--- src/rtl/spi_slave_responder.sv ---
// SPI mode-0 slave responder: oversamples the SPI pins on clk, delivers received bytes
// as strobes and shifts out bytes taken from a single-entry tx holding register.
module spi_slave_responder #(
    parameter int         SYNC_STAGES = 2,
    parameter logic [7:0] IDLE_BYTE   = 8'hFF
) (
    input  logic       clk,
    input  logic       rst,
    input  logic       spi_sck,
    input  logic       spi_csn,
    input  logic       spi_mosi,
    output logic       spi_miso,
    output logic       spi_miso_oe,
    output logic [7:0] rx_data,
    output logic       rx_valid,
    input  logic [7:0] tx_data,
    input  logic       tx_valid,
    output logic       tx_ready,
    output logic       busy
);

    // state | meaning
    // IDLE  | csn deasserted, MISO tristated, waiting for csn fall
    // SHIFT | frame active, bits move on sck rise (rx) and fall (tx)
    typedef enum logic {IDLE, SHIFT} state_t;

    state_t                 state;
    logic [SYNC_STAGES-1:0] sck_sync;
    logic [SYNC_STAGES-1:0] csn_sync;
    logic [SYNC_STAGES-1:0] mosi_sync;
    logic                   sck_d;
    logic                   csn_d;
    logic [2:0]             bit_cnt;
    logic [7:0]             rx_sr;
    logic [6:0]             tx_rest;
    logic [7:0]             hold_data;
    logic                   hold_full;

    logic       sck_s, csn_s, mosi_s;
    logic       sck_rise, sck_fall, csn_rise, csn_fall;
    logic       load_byte, tx_hs;
    logic [7:0] next_byte;
    logic [7:0] rx_next;

    always_ff @(posedge clk or posedge rst) begin
        if (rst) begin
            sck_sync  <= '0;
            csn_sync  <= '1;
            mosi_sync <= '0;
            sck_d     <= 1'b0;
            csn_d     <= 1'b1;
        end else begin
            sck_sync  <= {sck_sync[SYNC_STAGES-2:0], spi_sck};
            csn_sync  <= {csn_sync[SYNC_STAGES-2:0], spi_csn};
            mosi_sync <= {mosi_sync[SYNC_STAGES-2:0], spi_mosi};
            sck_d     <= sck_sync[SYNC_STAGES-1];
            csn_d     <= csn_sync[SYNC_STAGES-1];
        end
    end

    assign sck_s    = sck_sync[SYNC_STAGES-1];
    assign csn_s    = csn_sync[SYNC_STAGES-1];
    assign mosi_s   = mosi_sync[SYNC_STAGES-1];
    assign sck_rise = sck_s & ~sck_d;
    assign sck_fall = ~sck_s & sck_d;
    assign csn_rise = csn_s & ~csn_d;
    assign csn_fall = ~csn_s & csn_d;

    // A byte boundary load always takes the holding content present before this edge;
    // a handshake in the same cycle lands in the holding register for the next boundary.
    assign next_byte = hold_full ? hold_data : IDLE_BYTE;
    assign load_byte = ((state == IDLE) && csn_fall) ||
                       ((state == SHIFT) && !csn_rise && sck_fall && (bit_cnt == 3'd0));
    assign tx_hs     = tx_valid && !hold_full;
    assign tx_ready  = !hold_full;
    assign rx_next   = {rx_sr[6:0], mosi_s};

    always_ff @(posedge clk or posedge rst) begin
        if (rst) begin
            state       <= IDLE;
            bit_cnt     <= 3'd0;
            rx_sr       <= 8'h00;
            tx_rest     <= 7'h00;
            rx_data     <= 8'h00;
            rx_valid    <= 1'b0;
            spi_miso    <= 1'b1;
            spi_miso_oe <= 1'b0;
            busy        <= 1'b0;
            hold_data   <= 8'h00;
            hold_full   <= 1'b0;
        end else begin
            rx_valid <= 1'b0;

            if (load_byte) begin
                hold_full <= 1'b0;
                tx_rest   <= next_byte[6:0];
                spi_miso  <= next_byte[7];
            end
            if (tx_hs) begin
                hold_data <= tx_data;
                hold_full <= 1'b1;
            end

            case (state)
                IDLE: begin
                    if (csn_fall) begin
                        state       <= SHIFT;
                        spi_miso_oe <= 1'b1;
                        busy        <= 1'b1;
                        bit_cnt     <= 3'd0;
                    end
                end
                SHIFT: begin
                    if (csn_rise) begin
                        state       <= IDLE;
                        spi_miso_oe <= 1'b0;
                        busy        <= 1'b0;
                        bit_cnt     <= 3'd0;
                        spi_miso    <= 1'b1;
                    end else begin
                        if (sck_rise) begin
                            rx_sr   <= rx_next;
                            bit_cnt <= bit_cnt + 3'd1;
                            if (bit_cnt == 3'd7) begin
                                rx_data  <= rx_next;
                                rx_valid <= 1'b1;
                            end
                        end
                        if (sck_fall && (bit_cnt != 3'd0)) begin
                            spi_miso <= tx_rest[6];
                            tx_rest  <= {tx_rest[5:0], 1'b0};
                        end
                    end
                end
                default: state <= IDLE;
            endcase
        end
    end

endmodule

--- config.mk ---
export PLATFORM = sky130hd
export DESIGN_NAME = spi_slave_responder
export DESIGN_NICKNAME = d
export VERILOG_FILES = /design/src/rtl/spi_slave_responder.sv
export SDC_FILE = /design/constraint.sdc
export NUM_CORES = 1
export LEC_CHECK = 0
export CORE_AREA = 2 2 65 67
export CTS_CLUSTER_DIAMETER = 60
export CTS_CLUSTER_SIZE = 12
export DETAILED_ROUTE_END_ITERATION = 10
export DIE_AREA = 0 0 67 69
export GPL_ROUTABILITY_DRIVEN = 0
export PLACE_DENSITY = 0.75
export SYNTH_ARGS = -nofsm -noshare
export SYNTH_HDL_FRONTEND = slang
export SYNTH_SLANG_ARGS = --single-unit
--- constraint.sdc ---
create_clock -name clk -period 1.9 [get_ports clk]
set_input_delay 0.38 -clock clk [delete_from_list [all_inputs] [get_ports clk]]
set_output_delay 0.38 -clock clk [all_outputs]
set_load 0.005 [all_outputs]
## Word-level counts from Yosys, hierarchy flattened

Index checks and enable logic that the tools add are counted.

| cells by class | value |
|---|---|
| add/sub/neg operators | 1 |
| eq/ne operators | 4 |
| muxes and demuxes | 25 |
| bitwise operators | 10 |
| reductions and logical operators | 16 |

Operators with widths:

| operator | number |
|---|---|
| $mux W7 | 4 |
| $mux W1 | 14 |
| $mux W3 | 3 |
| $mux W8 | 1 |
| $logic_and A1 B1 Y1 | 6 |
| $not A1 Y1 | 6 |
| $pmux W3 S2 | 1 |
| $and A1 B1 Y1 | 4 |
| $pmux W1 S2 | 2 |
| $reduce_and A2 Y1 | 2 |
| $reduce_and A4 Y1 | 1 |
| $add A3 B1 Y3 const B | 1 |
| $eq A3 B3 Y1 const B | 1 |
| $logic_not A3 Y1 | 1 |
| $ne A3 B1 Y1 const B | 1 |
| $reduce_and A3 Y1 | 1 |
| $reduce_bool A3 Y1 | 1 |
| $logic_not A1 Y1 | 2 |
| $ne A2 B1 Y1 const B | 1 |
| $ne A2 B2 Y1 const B | 1 |
| $reduce_bool A2 Y1 | 1 |
| $logic_or A1 B1 Y1 | 1 |

| word-level totals | value |
|---|---|
| bits in registers | 46 |
| output and inout port bits | 13 |
| logic and storage cells | 71 |

## Longest topological paths before layout

| logic depth | value |
|---|---|
| depth in word-level cells | 11 |
| mapped depth | 8 |

## Worst setup path before layout

Ideal clock, no wire load.

| timing | value |
|---|---|
| kind | flip-flop to flip-flop |
| start point | register bit_cnt[0] |
| end point | register tx_rest[0] |
| library setup time | 0.126 ns |
| arrival | 1.560 ns |
| required time | 1.774 ns |
| setup slack | 0.214 ns |
| cell stages (with the launch flop) | 9 |
| buffers on the path | 2 |
| cell sequence | dfrtp_1 inv_1 ha_1 nand2b_4 o31a_1 buf_6 nand2b_4 buf_6 o311a_1 |

| between the ends | value |
|---|---|
| cells in the longest elaborated chain, start to end | 7 |
| elaborated cells between the ends (all ways) | 9 |
| classes of those cells | 4 x mux; 5 x reduce/logical |

RTL lines:

| item | line | source |
|---|---|---|
| from (decl) | 33 | `logic [2:0] bit_cnt;` |
| from (signal assigned) | 123 | `bit_cnt <= bit_cnt + 3'd1;` |
| $logic_not A3 Y1 | 73 | `((state == SHIFT) && !csn_rise && sck_fall && (bit_cnt == 3'd0));` |
| $logic_and A1 B1 Y1 | 73 |  |
| $logic_or A1 B1 Y1 | 72 | `assign load_byte = ((state == IDLE) && csn_fall) \|\|` |
| $mux W7 | 94 | `if (load_byte) begin` |
| $mux W7 | 129 | `if (sck_fall && (bit_cnt != 3'd0)) begin` |
| $mux W7 | 114 | `if (csn_rise) begin` |
| $mux W7 (*) | 104 | `case (state)` |
| to (signal assigned) | 96 | `tx_rest <= next_byte[6:0];` |
| to (signal assigned) | 131 | `tx_rest <= {tx_rest[5:0], 1'b0};` |
| to (decl) | 35 | `logic [6:0] tx_rest;` |

Every way passes the cells marked *; elsewhere a longest branch is shown, timed or not.
A chain may end at the register's enable or synchronous reset.

## Final worst setup path

| timing | value |
|---|---|
| start point | register hold_full |
| end point | output port tx_ready |

| between the ends | value |
|---|---|
| cells in the longest elaborated chain, start to end | 1 |

RTL lines:

| item | line | source |
|---|---|---|
| from (decl) | 37 | `logic hold_full;` |
| from (signal assigned) | 90 | `hold_full <= 1'b0;` |
| from (signal assigned) | 95 | `hold_full <= 1'b0;` |
| from (signal assigned) | 101 | `hold_full <= 1'b1;` |
| $logic_not A1 Y1 | 75 | `assign tx_ready = !hold_full;` |
| to (decl) | 18 | `output logic tx_ready,` |

Every way passes these cells.

==> results <==
- The setup-violating endpoint count in the final report is 0.
- The count of buffers added on input and output ports is 26.
- Adding up every negative setup slack in the final design gives 0 ns.
- After synthesis the cells add up to 1893 µm².
- Along the worst path, the maximum fanout reaches 9.
- The number of global-route vias before repair was 1223.
- The placeable core region is 3914 µm².
- The max-slew violation count was 0.
- For the final database, setup skew stands at 0.007153 ns.
- After synthesis, the netlist uses 32 different library cells.
- The CTS H-tree depth is 2.
- After the first detailed-routing iteration, the DRC count stood at 76.
- The share of power burned in the clock network is 0.311.
- For this block, the routed nets add up to 3126 µm of wire.
- The most common cell after layout, fill and taps aside is dfrtp_1.
- For this run, the top clock speed supported by timing is 561.6 MHz.
- The layout has 335 filler cells.
- The floorplan step defined a die boundary enclosing 4623 µm².
- The type of the worst setup path is reg -> out.
- Yosys mapped a number of flops with a built-in enable equal to 0.
- The power per unit of standard cell area is 1191 nW/µm².
- The first detailed-routing pass took 4 iterations.
- Of the total power, the share spent switching nets is 0.2537.
- 27 I/O pins were placed.
- The pin count of the biggest net entering global routing is 47.
- Global routing finished with a remaining overflow of 0.
- Once the clock tree was built, the setup fixing pass inserted 0 buffers.
- 0 antenna diodes ended up in the layout.
- The worst-case IR drop observed on VDD is 677.8 µV.
- The clock latency on the worst-skew pair is 0.30 ns.
- Dividing the final minimum period by the clock period gives 0.9371.
- The run finished with clean final reports.
- The reported leakage power is 1.055 nW.
- The max-slew headroom at the worst pin is 0.7504.
- The TritonCTS clock tree is built.
- Setup slack closes at 0.1194 ns.
- The clock slew at the register clock pins of the worst setup and hold paths is 0.08 ns.
- Detailed placement finished with a half-perimeter wire length of 2274 µm.
- The switching power total is 0.0007082 W.
- The number of standard-cell rows in the floorplan is 23.
- The die width is 67 µm.
- The root cell of the clock tree is clkbuf_8.
- The kind of start point of the critical path is a flop.
- The hold-fix buffer count after cts is 0.
- In the layout the commonest cells are 42 x dfrtp_1, 26 x clkdlybuf4s50_1, 22 x nand2_1.
- The required time at the endpoint of the critical path is 1.52 ns.
- The final period demand of the worst path is 1.781 ns.
- Measured along the y axis, the die boundary spans 69 µm.
- The clock drives 46 sinks.
- The initial utilization of the core area, before any placement, comes to 0.4837.
- Of all flip-flops after synthesis, the portion carrying an async set or reset was 1.000.
- The first-pass GRT wire length is 5692 µm.
- Across the run, the number of max-cap violations was 0.
- Compared with the post-synthesis result, the final layout area differs by 23.86%.
- The internal portion of the total power is 0.002083 W.
- The number of antenna violations at the first check in global routing is 0.
- The share of the yosys chip area belonging to registers is 0.6107.
- The mean area per synthesized cell is 12.21 µm².
- The overall track demand over capacity in global routing is 0.1609.
- Counting along the longest clock path gives a buffer depth of 2.
- The worst-margin pin slew is 0.3733 ns.
- The mean number of vias per cell is 5.197.
- After synthesis the netlist holds a flip-flop and latch count of 46.
- The routed layout has 1216 vias.
- Synthesis produced 155 cells.
- The count of endpoints failing hold in the final timing report is 0.
- Of the cells placed in the final design, the portion with a size suffix greater than 1 is 0.2065.
- The detail route stage leaves a number of antenna-violating nets equal to 0.
- The sequential fraction of design power is 0.499.
- The critical path endpoint category is an output pin.
- The average wire per cell in the routed design is 13.36 µm.
- The total number of yosys warnings is 0.
- The post-place setup slack is 0.1668 ns.
- For this run, the leading register cell type out of synthesis is dfrtp_1.
- The arrival time at the worst endpoint is 1.40 ns.
- In the final design database the tool counted 200 nets.
- The share of total power dissipated in combinational logic is 0.189.
- Synthesis produced a netlist with a net count of 172.
- The number of clock buffers inserted by TritonCTS is 5.
- The design draws 0.002792 W.
- The path class of the lowest-slack min-delay path is reg -> reg.
- Setup repair after global routing left no endpoint under its margin.
- The DRC violations left is 0.
-- power groups by stage --
stage,logic [W],clock network (W),registers [W]
after floorplan,0.000396,0,0.00135
after global placement,0.000498,0,0.00139
after detailed placement,0.000531,0,0.00141
after CTS,0.000537,0.000892,0.00139
after global routing,0.000597,0.000942,0.00143
final,0.000529,0.000869,0.00139
-- flip-flops by register name (all words and copies together) (netlist names) --
name	count
bit_cnt	3
busy	1
csn_d	1
csn_sync	2
hold_data	8
hold_full	1
mosi_sync	2
rx_data	8
rx_sr	7
rx_valid	1
sck_d	1
sck_sync	2
spi_miso	1
state	1
tx_rest	7
-- area by class of cell --
type / instances / area [µm²] / share of cell area
well taps: 50 / 62.56 / 0.02668
repair buffers: 29 / 295.3 / 0.1259
clock buffers: 6 / 82.58 / 0.03522
flip-flops and latches: 46 / 1156 / 0.4931
clock inverters: 2 / 60.06 / 0.02561
multi-input cells: 94 / 658.1 / 0.2807
inverters: 7 / 30.03 / 0.01281
-- final timing paths --
check,startpoint,endpoint,slack (ns),cells after the start
max,hold_full$_DFFE_PP0P_,tx_ready,0.12,2
min,mosi_sync[0]$_DFF_PP0_,mosi_sync[1]$_DFF_PP0_,0.36,0
max reg2reg,bit_cnt[0]$_DFFE_PP0P_,tx_rest[0]$_DFF_PP0_,0.16,6
min reg2reg,mosi_sync[0]$_DFF_PP0_,mosi_sync[1]$_DFF_PP0_,0.36,0
max in group asynchronous,rst,csn_sync[1]$_DFF_PP1_,1.21,3
min in group asynchronous,rst,mosi_sync[1]$_DFF_PP0_,0.41,3
-- timing repair --
action / 4_1_cts / 5_1_grt
resized for setup: 0 / 1
setup endpoints to repair: 0 / 1
endpoints found under the hold margin: 0 / 0
-- layer usage --
layer  track usage  share of wire  vias to the layer above
met1        0.2000           0.44                      597
met3       0.05546          0.044                        6
met2        0.2552           0.50                       28
li1              -              -                      585
met5             0              0                        -
met4       0.06122          0.016                        0
-- critical path, stage by stage (launching register included) --
cell and delay (ns):
dfrtp_1 0.43, clkinvlp_4 0.16, clkdlybuf4s50_1 0.52
-- cell usage after synthesis (3+ instances only) --
library cell	instances	area, µm²
nor4_1	6	37.54
dfstp_2	4	105.1
nor2_1	14	52.55
nand2_1	22	82.58
nor2b_1	3	18.77
mux2_2	17	191.4
buf_2	3	15.01
inv_1	6	22.52
a211oi_1	6	45.04
dfrtp_1	42	1051
ha_1	3	37.54
-- through the flow --
step	hold WS (ns)	instances	area, µm²	util
2_1_floorplan	0.3312	155	1893	-
3_3_place_gp	0.3317	226	2198	0.5617
3_5_place_dp	0.3371	226	2198	0.5617
4_1_cts	0.3561	234	2341	0.5981
5_1_grt	0.3614	234	2345	0.5991
6_report	0.3561	234	2345	0.5991
-- cell families after synthesis --
logic type	synth area share
AND/OR/NAND/NOR	0.1441
flip-flops	0.6107
AO/OA/AOI/OAI	0.08262
multiplexers	0.1011
buffers and inverters	0.04163
adder cells (fa/ha/maj)	0.01983
Power figures use the tool's default switching activity.
